### config.mk
export PLATFORM = sky130hd
export DESIGN_NAME = instr_fetch
export DESIGN_NICKNAME = d
export VERILOG_FILES = /design/src/rtl/cpu_pkg.sv /design/src/rtl/ld_reg.sv /design/src/rtl/instr_fetch.sv
export SDC_FILE = /design/constraint.sdc
export NUM_CORES = 1
export LEC_CHECK = 0
export CELL_PAD_IN_SITES_DETAIL_PLACEMENT = 2
export CELL_PAD_IN_SITES_GLOBAL_PLACEMENT = 2
export CORE_MARGIN = 2
export CORE_UTILIZATION = 23
export CTS_BUF_LIST = sky130_fd_sc_hd__clkbuf_4 sky130_fd_sc_hd__clkbuf_8
export CTS_CLUSTER_SIZE = 40
export DETAILED_ROUTE_END_ITERATION = 8
export PLACE_DENSITY_LB_ADDON = 0.25
export SYNTH_ARGS = -nofsm -noshare
export SYNTH_HDL_FRONTEND = slang
export SYNTH_SLANG_ARGS = --single-unit
### constraint.sdc
create_clock -name clk -period 3.1 [get_ports clk]
set_input_delay 0.465 -clock clk [delete_from_list [all_inputs] [get_ports clk]]
set_output_delay 0.465 -clock clk [all_outputs]
set_load 0.02 [all_outputs]
### src/rtl/cpu_pkg.sv
// Shared definitions for the fetch stage: default widths and the fetch FSM encoding.
package cpu_pkg;

    localparam int unsigned ADDR_W_DEF   = 8;
    localparam int unsigned DATA_W_DEF   = 16;
    localparam int unsigned RESET_PC_DEF = 0;

    typedef enum logic [2:0] {
        S_RST   = 3'd0,
        S_ADDR  = 3'd1,
        S_WAIT  = 3'd2,
        S_VALID = 3'd3,
        S_EXEC  = 3'd4,
        S_HALT  = 3'd5
    } fetch_state_e;

endpackage

### src/rtl/ld_reg.sv
// Load-enable register with a synchronous, active-high reset to a fixed value.
module ld_reg #(
    parameter int unsigned   W       = 8,
    parameter logic [W-1:0]  RST_VAL = '0
) (
    input  logic         clk,
    input  logic         reset,
    input  logic         i_en,
    input  logic [W-1:0] i_d,
    output logic [W-1:0] o_q
);

    logic [W-1:0] r_q;

    // Reset wins over load; otherwise hold unless enabled.
    always_ff @(posedge clk) begin
        if (reset) begin
            r_q <= RST_VAL;
        end else if (i_en) begin
            r_q <= i_d;
        end
    end

    assign o_q = r_q;

endmodule

### src/rtl/instr_fetch.sv
// Instruction-fetch stage: owns PC and IR, reads a 1-cycle-latency synchronous RAM and
// hands each instruction to the controller over a valid/ready handshake. While the
// controller executes, the memory address port is lent to the datapath.
module instr_fetch
    import cpu_pkg::*;
#(
    parameter int unsigned ADDR_W   = ADDR_W_DEF,
    parameter int unsigned DATA_W   = DATA_W_DEF,
    parameter int unsigned RESET_PC = RESET_PC_DEF
) (
    input  logic              clk,
    input  logic              reset,
    output logic [ADDR_W-1:0] mem_addr,
    output logic              mem_rd,
    input  logic [DATA_W-1:0] mem_rdata,
    output logic [DATA_W-1:0] ir_out,
    output logic              ir_valid,
    input  logic              ir_ready,
    input  logic              exec_done,
    input  logic              pc_load,
    input  logic [ADDR_W-1:0] pc_target,
    input  logic              halt,
    input  logic              data_req,
    input  logic [ADDR_W-1:0] data_addr,
    output logic [ADDR_W-1:0] pc_out
);

    fetch_state_e      r_state;
    fetch_state_e      w_state_d;

    logic [ADDR_W-1:0] w_pc;
    logic [ADDR_W-1:0] w_pc_d;
    logic              w_pc_en;
    logic [DATA_W-1:0] w_ir;
    logic              w_ir_en;
    logic [ADDR_W-1:0] w_pc_inc;

    // Increment wraps modulo 2^ADDR_W with no flag.
    assign w_pc_inc = w_pc + ADDR_W'(1);

    ld_reg #(
        .W       (ADDR_W),
        .RST_VAL (ADDR_W'(RESET_PC))
    ) u_pc_reg (
        .clk   (clk),
        .reset (reset),
        .i_en  (w_pc_en),
        .i_d   (w_pc_d),
        .o_q   (w_pc)
    );

    ld_reg #(
        .W       (DATA_W),
        .RST_VAL ('0)
    ) u_ir_reg (
        .clk   (clk),
        .reset (reset),
        .i_en  (w_ir_en),
        .i_d   (mem_rdata),
        .o_q   (w_ir)
    );

    // State register; reset forces S_RST from any state, including mid-fetch.
    always_ff @(posedge clk) begin
        if (reset) begin
            r_state <= S_RST;
        end else begin
            r_state <= w_state_d;
        end
    end

    // Next-state, PC/IR load enables and state-decoded outputs.
    always_comb begin
        w_state_d = r_state;
        w_pc_en   = 1'b0;
        w_pc_d    = w_pc;
        w_ir_en   = 1'b0;
        mem_rd    = 1'b0;
        mem_addr  = w_pc;
        ir_valid  = 1'b0;

        unique case (r_state)
            S_RST: begin
                w_state_d = S_ADDR;
            end
            S_ADDR: begin
                mem_rd    = 1'b1;
                w_state_d = S_WAIT;
            end
            S_WAIT: begin
                // Read data for pc is on mem_rdata this cycle.
                mem_rd    = 1'b1;
                w_ir_en   = 1'b1;
                w_pc_en   = 1'b1;
                w_pc_d    = w_pc_inc;
                w_state_d = S_VALID;
            end
            S_VALID: begin
                ir_valid = 1'b1;
                if (ir_ready) begin
                    w_state_d = S_EXEC;
                end
            end
            S_EXEC: begin
                if (data_req) begin
                    mem_addr = data_addr;
                end
                if (exec_done) begin
                    w_pc_en   = 1'b1;
                    w_pc_d    = pc_load ? pc_target : w_pc;
                    w_state_d = halt ? S_HALT : S_ADDR;
                end
            end
            S_HALT: begin
                w_state_d = S_HALT;
            end
            default: begin
                w_state_d = S_RST;
            end
        endcase
    end

    assign ir_out = w_ir;
    assign pc_out = w_pc;

endmodule

Word-level counts from Yosys, hierarchy flattened
Cells that the tools add are included.

Bits in registers: 27. Input bits: 39. Output and inout bits: 34.

Add/subtract/negate cells: 1. Equality and inequality tests: 8. Multiplexer cells: 14. Reduce and logical (&&, ||, !) cells: 5.

Operator list (count): two-way mux 8 bit (4); case mux 3 bit (6 select lines) (1); case mux 8 bit (2 select lines) (1); two-way mux 3 bit (3); adder 8 x 1 -> 8 bit (second input constant) (1); == test 3 x 2 -> 1 bit (second input constant) (2); == test 3 bit (second input constant) (2); != test 2 bit (second input constant) (3); two-way mux 1 bit (4); AND reduction 4 bit (1); == test 3 x 1 -> 1 bit (second input constant) (1); logical NOT 3 bit (1); case mux 1 bit (2 select lines) (1); AND reduction 2 bit (1); nonzero test 2 bit (1); OR reduction 2 bit (1).

Logic depth before layout (Yosys ltp)
Gate-level depths: netlist (run 1).

Depth in word-level cells: 3. Mapped depth: 7. Gate-level depth less buffers: 5.

Cells and area by module
A second synthesis (run 1) with hierarchy kept.

Cells, all modules: 166. Area total of the unflattened synthesis: 1495.2 sq um.

Modules (own cells, without submodules): instr_fetch (times used 1, cells an instance 88, area each 629.4 sq um, sequential area each 60.1 sq um); ld_reg at u_ir_reg (times used 1, cells an instance 52, area each 580.6 sq um, sequential area each 320.3 sq um); ld_reg at u_pc_reg (times used 1, cells an instance 26, area each 285.3 sq um, sequential area each 160.2 sq um).

Worst setup path after synthesis (run 1)
No wires, ideal clock.

Kind: reg-to-output. From: register r_state[2]. To: output port mem_addr[0]. Data arrival time: 1378 ps. Data required time: 2635 ps. Path slack: 1257 ps. Cell stages (with the launch flop): 5. Buffers on the path: 1. Path through: dfxtp_1 > nor3b_4 > and2_1 > buf_4 > mux2_1.

Word-level cells in the longest chain between the ends: 2.

Ends and longest elaborated chain: start: declaration (line instr_fetch.sv:28) `fetch_state_e r_state;`; start signal: assignment (line instr_fetch.sv:68) `r_state <= w_state_d;`; == test 3 bit (line instr_fetch.sv:82) `unique case (r_state)`; two-way mux 8 bit (line instr_fetch.sv:82); end: declaration (line instr_fetch.sv:13) `output logic [ADDR_W-1:0] mem_addr,`.

No other way between the ends.

Worst setup path in the final report (run 1)
From: register r_state[0]. To: output port mem_addr[2].

Same word-level chain as after synthesis.

==> flow_summary.toml, run 1 <==
[setup_path]
cp.arrival_ps = 2290
cp-endpoint = "mem_addr[2]"
required_ps = 2630
r2r-start = "r_state[1]"
critPathLaunch = "r_state[0]"
rr_endpoint = "u_ir_reg.o_q[15]"
startpoint_type = "flop"
crit_path_end_kind = "primary output"
critPathMaxFanout = 12
ff2ff_path_depth = 4
path_class = "reg -> out"
rrSetupSlack_ps = 1470

[clock_network]
cts_sinks = 27
ctsHoldBuffers = 0
clock-root-buffer = "clkbuf_8"
path_clk_slew_ps = 100
h-tree-depth = 1
postCtsSetupBuffers = 0
max-clock-path-buffers = 2
clk_latency_ps = 280
cts_resized = 0
cts_tree = "done"
numCtsBuffers = 3

[placement]
gp_congestion = 0.759
dp.cells = 309
dp_hpwl_um = 3400
io_buffers = 72
place_ws_ps = 403

[die]
core_mm2 = 0.00589
floorplan.initialDensity = 0.237
rows = 28
fp.dieW_um = 82.0
dieHeight_um = 82.0
die-area_mm2 = 0.00672
io_pins = 73

[layout]
final_util = 0.376
diodes = 0
seqCellArea_um2 = 541
multi_input_area_um2 = 782
layout.nets = 279
n_fill_cell = 697
instances_no_fill = 313
layout-drive-gt1-share = 0.0630
area_growth_pct = 58.3

[grt]
use_met3 = 0.0549
grt_pass1_vias = 1512
grt_max_degree = 22
grt_pass1_wl_um = 7330
antenna_found_initial = 0
busiest_layer = "met2"
overflow = 0
grt.met1_usage = 0.165
met2_usage = 0.237
track_usage = 0.139

[synthesis]
yosysTopAreaCell = "dfxtp_1"
synth_fp_nets = 210
ys_warn_count = 0
mappedNetlistArea_mm2 = 0.00140
synth_area_leaders = "dfxtp_1 39%, nand2_1 9.4%, a21oi_1 8.2%"
synth-async-reset-ratio = 0
syn_avg_cell_area_um2 = 8.22
synthTopCellsByCount = "35 x nand2_1, 27 x dfxtp_1, 23 x a21oi_1, 10 x nor2_1, 10 x o21ai_0"
synth_flop_cell = "dfxtp_1"
synth_seq_area_share = 0.387
ys_ff_latch = 27
synthCells = 170
synth_most_common_cell = "nand2_1"
synth_top_area_share = 0.387
synth_edf_count = 0
ys_types = 37

[route]
post-route-drc-count = 0
initialDrtViolationCount = 44
wl_per_cell_um = 14.4
drt-total-wl_um = 4490
vias = 1472
drt.antenna.violating_nets = 0
via_per_inst = 4.70
dr.pass1.iters = 2

[sta]
maxSlewHeadroom = 0.533
clock_skew_ps = 5.65
finalSetupTns_ps = 0
fin_ws_ps = 341
min_period_over_period = 0.890
period_needed_ps = 2760
rsz0062_at_grt = "false"
maxClockFrequency_mhz = 363
report.final.setup_viol = 0
hold_viol = 0
worst_slew_pin_slew_ps = 699
maxSlewViolCount = 0

[status]
status = "complete, no violations"

[hold_path]
min_path_type = "reg -> reg"
hold_depth = 2

[job]
drv_cap = 0

[power]
power.density_mw_per_mm2 = 367
ir_drop_v = 0.000148
p_leak_nw = 0.772
power_uw = 812
final cells by class:
class | instances | area share
multi-input cells | 131 | 0.354
repair buffers | 75 | 0.336
flip-flops and latches | 27 | 0.244
well taps | 75 | 0.0424
clock buffers | 3 | 0.0187
clock inverters | 1 | 0.00339
inverters | 1 | 0.00170
worst max-delay path, stage by stage (launching register included):
cell	delay, ps
dfxtp_1	470
nor3b_4	250
and2_1	370
mux2_1	360
clkdlybuf4s50_1	550
kinds of logic (layout without fill, tap and decap cells):
logic type,Yosys count,count (layout),synth area share
simple gates,74,74,0.271
compound gates,46,46,0.201
flops,27,27,0.387
buf+inv,12,80,0.0537
mux,9,9,0.0716
fa+ha+maj,1,1,0.00895
xor+xnor,1,1,0.00627
power by group:
| group | leakage [nW] | internal (mW) | switching, mW | total (mW) |
|---|---|---|---|---|
| Sequential | 0.220 | 0.366 | 0.0231 | 0.389 |
| Combinational | 0.530 | 0.113 | 0.0972 | 0.210 |
| Clock | 0.0217 | 0.0914 | 0.121 | 0.212 |
| Total | 0.772 | 0.570 | 0.241 | 0.812 |
flip-flops by register name, indices dropped and copies added (netlist names):
register and flops:
u_ir_reg.o_q 16, u_pc_reg.o_q 8, r_state 3
how the worst min path moves through the flow:
stage                           from               end  slack, ps
finish              u_ir_reg.o_q[11]  u_ir_reg.o_q[11]        460
global placement    u_ir_reg.o_q[11]  u_ir_reg.o_q[11]        440
CTS                 u_ir_reg.o_q[11]  u_ir_reg.o_q[11]        470
detailed placement   u_ir_reg.o_q[9]   u_ir_reg.o_q[9]        450
floorplan            u_ir_reg.o_q[0]   u_ir_reg.o_q[0]        530
global route        u_ir_reg.o_q[13]  u_ir_reg.o_q[13]        490
per-stage QoR:
stage | hold slack, ps | area [um^2]
after floorplan | 533 | 1400
after global placement | 442 | 2160
after detailed placement | 450 | 2160
after CTS | 466 | 2210
after global routing | 486 | 2210
final | 460 | 2210
layer usage:
| metal | wire length (um) | vias to the layer above |
|---|---|---|
| met5 | 0 | - |
| met4 | 26 | 0 |
| met3 | 483 | 4 |
| met2 | 2090 | 57 |
| met1 | 1900 | 695 |
| li1 | - | 716 |
cells in the final DEF, fill, tap and decap left out, types with 2 or more instances in the layout:
master and instances:
and2_1 4, dfxtp_1 27, clkbuf_8 3, clkdlybuf4s50_1 72
mux2_1 8, nor3b_1 2, nand2b_1 3, nand2_1 35
a21oi_1 23, a21o_1 2, nor3_1 2, nor2b_1 6
buf_4 3, o2bb2ai_1 2, nor4_1 2, o21ai_0 10
o21ai_1 2, nor2_1 10, and3_1 3, nand3_1 2
(Power assumes the default switching activity.)
==> run 2: changes to the inputs <==
SETUP_SLACK_MARGIN = 0.02   (was not set)
==> results of run 2 <==
Same layout as run 1: the final DEF is identical, and so are final timing and power.
